<file path="src/rtl/des_fp_serializer.sv">
// DES output stage: half swap + final permutation IP^-1 into a held block register,
// then streamed out as 8 bytes over a valid/ready handshake.
module des_fp_serializer #(
    parameter bit SWAP_EN   = 1'b1,
    parameter bit MSB_FIRST = 1'b1
) (
    input  logic        clk,
    input  logic        rst_n,
    input  logic        in_valid,
    output logic        in_ready,
    input  logic [31:0] l16,
    input  logic [31:0] r16,
    output logic        out_valid,
    input  logic        out_ready,
    output logic [7:0]  out_byte,
    output logic        out_last,
    output logic [63:0] block_out,
    output logic        busy
);

    localparam int unsigned BLK_W  = 64;
    localparam int unsigned BYTE_W = 8;
    localparam int unsigned CNT_W  = 3;

    typedef enum logic {
        IDLE = 1'b0,
        SEND = 1'b1
    } state_t;

    state_t             state_q, state_d;
    logic [CNT_W-1:0]   cnt_q, cnt_d;
    logic [BLK_W-1:0]   block_d;
    logic [BLK_W-1:0]   pre;
    logic [BLK_W-1:0]   fp;
    logic               in_ready_d, out_valid_d, out_last_d, busy_d;
    logic [BYTE_W-1:0]  out_byte_d;

    assign pre = SWAP_EN ? {r16, l16} : {l16, r16};

    // IP^-1: DES output bit k+1 takes preoutput bit T = base(col) - row, base = 40,8,48,16,56,24,64,32
    for (genvar k = 0; k < 64; k++) begin : g_fp
        localparam int unsigned COL = k % 8;
        localparam int unsigned ROW = k / 8;
        localparam int unsigned T   = ((COL % 2) == 0) ? (40 + 4 * COL - ROW) : (4 * COL + 4 - ROW);
        assign fp[63-k] = pre[64-T];
    end

    function automatic logic [BYTE_W-1:0] sel_byte(input logic [BLK_W-1:0] blk,
                                                  input logic [CNT_W-1:0] c);
        logic [CNT_W-1:0] idx;
        idx = MSB_FIRST ? CNT_W'(3'd7 - c) : c;
        return blk[{idx, 3'b000} +: BYTE_W];
    endfunction

    // Next state plus next values of every registered output
    always_comb begin
        state_d = state_q;
        cnt_d   = cnt_q;
        block_d = block_out;
        unique case (state_q)
            IDLE: begin
                if (in_valid) begin
                    block_d = fp;
                    cnt_d   = '0;
                    state_d = SEND;
                end
            end
            SEND: begin
                if (out_ready) begin
                    if (cnt_q == CNT_W'(7)) begin
                        cnt_d   = '0;
                        state_d = IDLE;
                    end else begin
                        cnt_d = cnt_q + CNT_W'(1);
                    end
                end
            end
            default: state_d = IDLE;
        endcase

        in_ready_d  = (state_d == IDLE);
        out_valid_d = (state_d == SEND);
        busy_d      = (state_d == SEND);
        out_last_d  = (state_d == SEND) && (cnt_d == CNT_W'(7));
        out_byte_d  = (state_d == SEND) ? sel_byte(block_d, cnt_d) : '0;
    end

    always_ff @(posedge clk) begin
        if (!rst_n) begin
            state_q   <= IDLE;
            cnt_q     <= '0;
            block_out <= '0;
            in_ready  <= 1'b1;
            out_valid <= 1'b0;
            out_last  <= 1'b0;
            out_byte  <= '0;
            busy      <= 1'b0;
        end else begin
            state_q   <= state_d;
            cnt_q     <= cnt_d;
            block_out <= block_d;
            in_ready  <= in_ready_d;
            out_valid <= out_valid_d;
            out_last  <= out_last_d;
            out_byte  <= out_byte_d;
            busy      <= busy_d;
        end
    end

endmodule

</file>
<file path="config.mk">
export PLATFORM = sky130hd
export DESIGN_NAME = des_fp_serializer
export DESIGN_NICKNAME = d
export VERILOG_FILES = /design/src/rtl/des_fp_serializer.sv
export SDC_FILE = /design/constraint.sdc
export NUM_CORES = 1
export LEC_CHECK = 0
export CAP_MARGIN = 20
export CORE_ASPECT_RATIO = 0.8
export CORE_UTILIZATION = 48
export CTS_CLUSTER_DIAMETER = 200
export DETAILED_ROUTE_END_ITERATION = 10
export GPL_TIMING_DRIVEN = 0
export HOLD_SLACK_MARGIN = 0.06
export PLACE_DENSITY_LB_ADDON = 0.05
export SETUP_SLACK_MARGIN = 0.15
export SLEW_MARGIN = 25
export SYNTH_ARGS = -nofsm -noshare
export SYNTH_HDL_FRONTEND = slang
export SYNTH_SLANG_ARGS = --single-unit
</file>
<file path="constraint.sdc">
create_clock -name clk -period 5.1 [get_ports clk]
set_clock_uncertainty 0.15 [all_clocks]
set_input_delay 0.765 -clock clk [delete_from_list [all_inputs] [get_ports clk]]
set_output_delay 0.765 -clock clk [all_outputs]
set_load 0.05 [all_outputs]
</file>
Word-level counts from Yosys, hierarchy flattened --
Index checks and enable logic that the tools add are counted.
Storage, ports and cells: logic and storage cells 25, input port bits 68, bits in registers 78, output and inout port bits 76
Operators by class: reduce and logical (&&, ||, !) cells 2, eq/ne operators 2, bitwise operators 2, multiplexer cells 10, add/sub/neg operators 2, shift operators 1
Operators with widths (number):
- 2-to-1 mux 64 bit | 2
- indexed part select 64 x 7 -> 8 bit | 1
- 2-to-1 mux 3 bit | 3
- equality test 3 bit (second input constant) | 2
- case mux 3 bit (2 select lines) | 1
- adder 3 x 1 -> 3 bit (second input constant) | 1
- 2-to-1 mux 1 bit | 3
- subtractor 3 bit (first input constant) | 1
- NOT 1 bit | 2
- case mux 1 bit (2 select lines) | 1
- AND reduction 2 bit | 1
- logical AND 1 bit | 1

Logic depth before layout (Yosys ltp) --
Gate-level depths: netlist (run 1).
depth in word-level cells 6, mapped depth 10, mapped depth without buffers 7

Worst setup path before layout (run 1) --
OpenSTA, ideal clock, no wires.
path type input port to flip-flop, start point in out_ready, end point reg out_byte[5], data arrival time 2017 ps, path buffers 1, setup time 134 ps, path slack 2799 ps, stages 5, data required time 4816 ps, cell sequence mux2_2 a22oi_1 buf_2 a311oi_1 or4_1
Between the ends: cells in the longest elaborated chain, start to end 4, elaborated cells between the ends (all ways) 7, those cells by class add/sub (1); shift (1); mux (4); reduce/logical (1)
RTL lines:
- start, declared | RTL line 14 | input logic out_ready,
- 2-to-1 mux 3 bit | RTL line 69 | if (out_ready) begin
- case mux 3 bit (2 select lines) | RTL line 60 | unique case (state_q)
- subtractor 3 bit | RTL line 51 | idx = MSB_FIRST ? CNT_W'(3'd7 - c) : c;
- indexed part select 64 x 7 -> 8 bit | RTL line 52 | return blk[{idx, 3'b000} +: BYTE_W];
- end signal, assigned | RTL line 105 | out_byte <= out_byte_d;
- end, declared | RTL line 15 | output logic [7:0] out_byte,
Parallel ways exist; a longest one is shown, timed or not. A chain may end at the register's enable or synchronous reset.

Final worst setup path (run 1) --
start point in out_ready, end point reg out_byte[4]
Same word-level chain as after synthesis.

==> results.tsv, run 1 <==
stage	metric	value	unit
clocking	CTS tree	yes	
synth	Post-Syn Instances	479	
global_route	grt ovf	0	
worst_setup_path	Crit. End Element	register	
worst_setup_path	Req. time, crit path	5.19	ns
floorplan	Top-Level Pins	144	
worst_setup_path	WS Path Type	in -> reg	
global_route	first-pass GRT wire length	19.1	mm
floorplan	Die Ht	81.8	um
synth	syn_area_per_cell	7.97	um2
clocking	Post-CTS Setup Bufs	0	
run	Max-cap violations	0	
timing	f_max	330	MHz
clocking	clk root buf	clkbuf_8	
place	PortBufs	143	
floorplan	die area	0.00832	mm2
timing	Final Hold Fails	0	
route	DRC viols	0	
synth	top_reg_cell synth	dfxtp_1	
floorplan	initial core utilization	0.507	
place	Cells after DPL	727	
worst_hold_path	Hold Crit Class	reg -> reg	
worst_setup_path	Startpoint Class	input port	
layout	post-route cell area	0.00559	mm2
route	DR vias	4116	
synth	Synth cell types	42	
synth	Synth Register Bits	78	
timing	Setup WS post-layout	2.07	ns
timing	Rel. slew slack	0.396	
place	DP Area	0.00538	mm2
floorplan	die span in x	102	um
route	Initial DRT Pass Iterations	5	
timing	period utilisation layout	0.593	
run_status	status	finished clean	
synth	Yosys warnings	0	
synth	syn_nets	549	
floorplan	Core Region	0.00753	mm2
timing	endpoints failing setup	0	
place	Final GP Congestion	0.920	
clocking	Clock Latency Late Sink	0.36	ns
floorplan	Placement Rows	28	
timing	Least-Margin Pin Slew	0.903	ns
place	dpl ws	1.77	ns
pwr	Tot Pwr	1.60	mW
clocking	clock buffer depth	2	
route	drt wl/cell	16.8	um
worst_setup_path	Critical Path AT	3.12	ns
layout	layout cells sized above 1	0.0612	
synth	EDFF count, synth	0	
layout	final net count	703	
clocking	CTS resizes	0	
timing	Slew Viols, Final	0	
clocking	htree depth	3	
synth	Mapped Area	0.00382	mm2
clocking	# clock sinks	78	
synth	sequential area share after synthesis	0.409	
pwr	power per cell area	285	mW/mm2
layout	ant diodes	0	
global_route	antenna violations before repair	0	
worst_setup_path	CP max FO	10	
route	1st-iter DRT viols	277	
pwr	Peak VDD IR	0.216	mV
layout	final instance count without filler cells	742	
global_route	vias in the first global route	3752	
timing	Period minus WS final	3.03	ns
global_route	GRT Resource Usage Total	0.304	
timing	final setup TNS	0	ns
place	HPWL Detailed	9.41	mm
route	post-DR vias/cell	5.55	
clocking	hold buffer count at cts	0	
route	Detailed Route WL	12.5	mm
layout	Synth-to-Final Area Change	46.5	%
route	Antenna Nets Post-Route	0	
clocking	Num CTS Buffers	9	
synth	Async SR Flop Fraction	0	
global_route	pin count of the biggest net entering global routing	14	
pwr	leakage	2.00	nW
clocking	CTS clk-pin slew, worst paths	0.08	ns
timing	RSZ-0062 raised after global routing	false	
## sequential cells by signal, summed over array words and instances (netlist names)
signal	count
out_last	1
state_q	1
out_byte	8
block_out	64
in_ready	1
cnt_q	3
## critical path, stage by stage
cell,delay (ns)
clkdlybuf4s50_1,0.63
nor3b_2,0.38
or2_1,0.16
buf_4,0.13
buf_2,0.28
mux2_2,0.37
o21ai_0,0.28
nand4_1,0.12
## cell usage after synthesis (all sizes together), types with 8 or more instances
| cell type | number | area share |
|---|---|---|
| a21boi | 65 | 0.13 |
| clkbuf | 25 | 0.025 |
| a21oi | 8 | 0.010 |
| mux2i | 16 | 0.042 |
| buf | 12 | 0.019 |
| nor2 | 14 | 0.014 |
| dfxtp | 78 | 0.41 |
| nand2 | 166 | 0.16 |
| a211oi | 8 | 0.016 |
| o21ai | 11 | 0.014 |
| mux2 | 12 | 0.035 |
## worst paths after layout
path / startpoint / endpoint / slack, ns / cells past startpoint
min: block_out[8]$_SDFF_PN0_ / block_out[8]$_SDFF_PN0_ / 0.33 / 2
max reg2reg: cnt_q[1]$_SDFF_PN0_ / out_byte[4]$_SDFF_PN0_ / 2.36 / 9
max: out_ready / out_byte[4]$_SDFF_PN0_ / 2.07 / 8
min reg2reg: block_out[8]$_SDFF_PN0_ / block_out[8]$_SDFF_PN0_ / 0.33 / 2
## kinds of logic (layout without fill, tap and decap cells)
kind of cell,count (synthesis),count (layout),share of synthesized area
fa+ha+maj,2,2,0.00655
buf+inv,40,198,0.0462
mux,28,28,0.0774
compound gates,123,123,0.236
flops,78,78,0.409
simple gates,208,208,0.225
## layer usage
metal | wire length, um | vias up | part of all wire | global-route usage
met2 | 5690 | 226 | 0.46 | 0.488
met1 | 5500 | 1920 | 0.44 | 0.407
met3 | 1090 | 20 | 0.087 | 0.0647
met5 | 0 | - | 0 | 0
met4 | 217 | 0 | 0.017 | 0.103
li1 | - | 1950 | - | -
## final cells by class
type	count	area, um2
Multi-Input combinational cell	361	2080
Fill cell	595	1940
Sequential cell	78	1560
Timing Repair Buffer	143	1430
Buffer	37	165
Tap cell	105	131
Clock buffer	10	128
Clock inverter	5	83.8
Inverter	3	11.3
## cells in the final DEF, fill, tap and decap left out, types with 5 or more instances in the layout
master	synthesis	layout
clkbuf_8	0	9
a21oi_1	8	8
clkbuf_1	25	26
a31oi_1	6	6
nor2b_1	5	5
a211oi_1	8	8
nand4_1	5	5
a21boi_0	65	65
nand2_1	166	166
nor2_1	14	14
clkdlybuf4s50_1	0	143
o21ai_0	11	11
dfxtp_1	78	78
mux2_2	12	12
a21o_1	6	6
a311o_1	6	6
mux2i_1	16	16
buf_2	6	6
## through the flow
step,hold slack [ns],utilization
floorplan,0.316,-
detailed placement,0.323,0.714
CTS,0.337,0.742
finish,0.332,0.742
global placement,0.314,0.714
global route,0.360,0.742
## power by group
part	switching (mW)	internal, mW	total [mW]
clock network	0.236	0.275	0.511
logic	0.250	0.161	0.411
registers	0.0312	0.643	0.675
No activity file was read; power rests on OpenSTA's default activity.
==> run 2, diff against run 1 <==
--- a/config.mk
+++ b/config.mk
@@ -7,7 +7,7 @@
 export LEC_CHECK = 0
 export CAP_MARGIN = 20
 export CORE_ASPECT_RATIO = 0.8
-export CORE_UTILIZATION = 48
+export CORE_UTILIZATION = 44
 export CTS_CLUSTER_DIAMETER = 200
 export DETAILED_ROUTE_END_ITERATION = 10
 export GPL_TIMING_DRIVEN = 0
==> constraint.sdc (replaced) <==
create_clock -name clk -period 3.1 [get_ports clk]
set_clock_uncertainty 0.15 [all_clocks]
set_input_delay 0.465 -clock clk [delete_from_list [all_inputs] [get_ports clk]]
set_output_delay 0.465 -clock clk [all_outputs]
set_load 0.05 [all_outputs]
==> results.tsv, run 2 (same netlist as run 1, synthesis figures left out) <==
stage	metric	value	unit
timing	Final Hold Fails	0	
route	Initial DRT Pass Iterations	5	
place	Final GP Congestion	0.860	
clocking	CTS clk-pin slew, worst paths	0.08	ns
worst_hold_path	Hold Crit Class	reg -> reg	
layout	Layout fillers	690	
pwr	leakage	2.00	nW
worst_setup_path	Startpoint Class	register	
clocking	htree depth	3	
layout	layout cells sized above 1	0.0613	
layout	commonest non-fill, non-tap cell in the layout	nand2_1	
clocking	Clock Latency Late Sink	0.35	ns
timing	f_max	362	MHz
worst_setup_path	WS Path Type	reg -> reg	
global_route	grt ovf	0	
route	met2 WL post-DR	5.45	mm
clocking	clock buffer depth	2	
worst_setup_path	Req. time, crit path	3.17	ns
run_status	status	finished clean	
pwr	power per cell area	467	mW/mm2
layout	final net count	703	
run	Max-cap violations	0	
global_route	first-pass GRT wire length	19.7	mm
place	Cells after DPL	730	
layout	commonest cells after routing, fill and taps aside	nand2_1, clkdlybuf4s50_1, dfxtp_1	
clocking	Num CTS Buffers	9	
pwr	Seq pwr share	0.424	
timing	endpoints failing setup	0	
pwr	Clk pwr share	0.318	
route	Detailed Route WL	12.5	mm
floorplan	Placement Rows	29	
timing	Slew Viols, Final	0	
route	highest routed layer	met4	
route	post-DR vias/cell	5.42	
timing	Least-Margin Pin Slew	0.998	ns
global_route	antenna violations before repair	0	
floorplan	Top-Level Pins	144	
worst_setup_path	Critical Path AT	2.83	ns
route	DRC viols	0	
timing	RSZ-0062 raised after global routing	false	
clocking	# clock sinks	78	
layout	Top Registers	block_out (64), out_byte (8), cnt_q (3)	
pwr	P_int	1.79	mW
layout	Synth-to-Final Area Change	46.7	%
route	DR vias	4035	
worst_setup_path	CP max FO	10	
route	1st-iter DRT viols	233	
timing	Period minus WS final	2.76	ns
clocking	Post-CTS Setup Bufs	0	
floorplan	initial core utilization	0.468	
route	routed wl met3	1.11	mm
layout	post-route cell area	0.00560	mm2
route	Metal-1 WL	5.78	mm
worst_setup_path	Crit. End Element	register	
pwr	Psw	827	uW
place	DP Area	0.00538	mm2
timing	Rel. slew slack	0.332	
layout	ant diodes	0	
pwr	Peak VDD IR	0.276	mV
layout	final instance count without filler cells	744	
floorplan	die area	0.00905	mm2
global_route	pin count of the biggest net entering global routing	13	
clocking	CTS tree	yes	
place	HPWL Detailed	9.45	mm
timing	final setup TNS	0	ns
layout	max reg flops	64	
pwr	net switching fraction of the power	0.316	
route	drt wl/cell	16.8	um
floorplan	Die Ht	85.3	um
timing	period utilisation layout	0.890	
floorplan	Core Region	0.00816	mm2
pwr	Comb power frac	0.258	
global_route	GRT Resource Usage Total	0.282	
global_route	vias in the first global route	3799	
clocking	clk root buf	clkbuf_8	
layout	largest register by flop count	block_out	
route	Antenna Nets Post-Route	0	
place	PortBufs	143	
floorplan	die span in x	106	um
-- run 2: final timing paths --
check,from,endpoint,slack (ns),cells after the start
max,cnt_q[0]$_SDFF_PN0_,out_byte[4]$_SDFF_PN0_,0.34,9
max reg2reg,cnt_q[0]$_SDFF_PN0_,out_byte[4]$_SDFF_PN0_,0.34,9
min reg2reg,block_out[35]$_SDFF_PN0_,block_out[35]$_SDFF_PN0_,0.34,2
min,block_out[35]$_SDFF_PN0_,block_out[35]$_SDFF_PN0_,0.34,2
-- run 2: what timing repair did --
action,4_1_cts,5_1_grt
gates resized for setup,0,1
hold buffers,0,0
setup endpoints to repair,0,1
-- run 2: final cells by class --
class / instances / area [um2] / area share
buffer: 37 / 165 / 0.0295
clock buffer: 10 / 138 / 0.0246
multi-input combinational: 361 / 2090 / 0.372
sequential: 78 / 1560 / 0.279
inverter: 3 / 11.3 / 0.00201
clock inverter: 4 / 72.6 / 0.0130
timing repair buffer: 143 / 1430 / 0.256
tap: 108 / 135 / 0.0241
-- run 2: power groups by stage --
stage	Clock [mW]	Sequential, mW	Combinational, mW
2_1_floorplan	0	1.31	0.208
3_3_place_gp	0	1.13	0.664
3_5_place_dp	0	1.13	0.669
4_1_cts	0.840	1.11	0.672
5_1_grt	0.884	1.12	0.715
6_report	0.832	1.11	0.675
-- run 2: critical path: stages (launching register included) --
cell     delay [ns]
dfxtp_1        0.36
ha_1           0.21
ha_1           0.25
nor3b_4        0.28
or2_1          0.15
buf_4          0.13
buf_2          0.30
mux2_2         0.37
o21ai_0        0.30
nand4_1        0.14
-- run 2: metrics by stage --
| stage | utilization | worst slack [ns] | hold WS [ns] | total power, mW |
|---|---|---|---|---|
| floorplan | - | 0.840 | 0.316 | 1.52 |
| global placement | 0.659 | 0.0468 | 0.316 | 1.79 |
| detailed placement | 0.659 | 0.0493 | 0.327 | 1.80 |
| CTS | 0.685 | 0.394 | 0.336 | 2.62 |
| global route | 0.686 | 0.179 | 0.359 | 2.72 |
| finish | 0.686 | 0.341 | 0.336 | 2.62 |
-- run 2: layer usage --
| layer | up-vias | global-route usage |
|---|---|---|
| met4 | 0 | 0.0758 |
| met2 | 187 | 0.434 |
| met1 | 1878 | 0.378 |
| met5 | - | 0 |
| li1 | 1952 | - |
| met3 | 18 | 0.0952 |
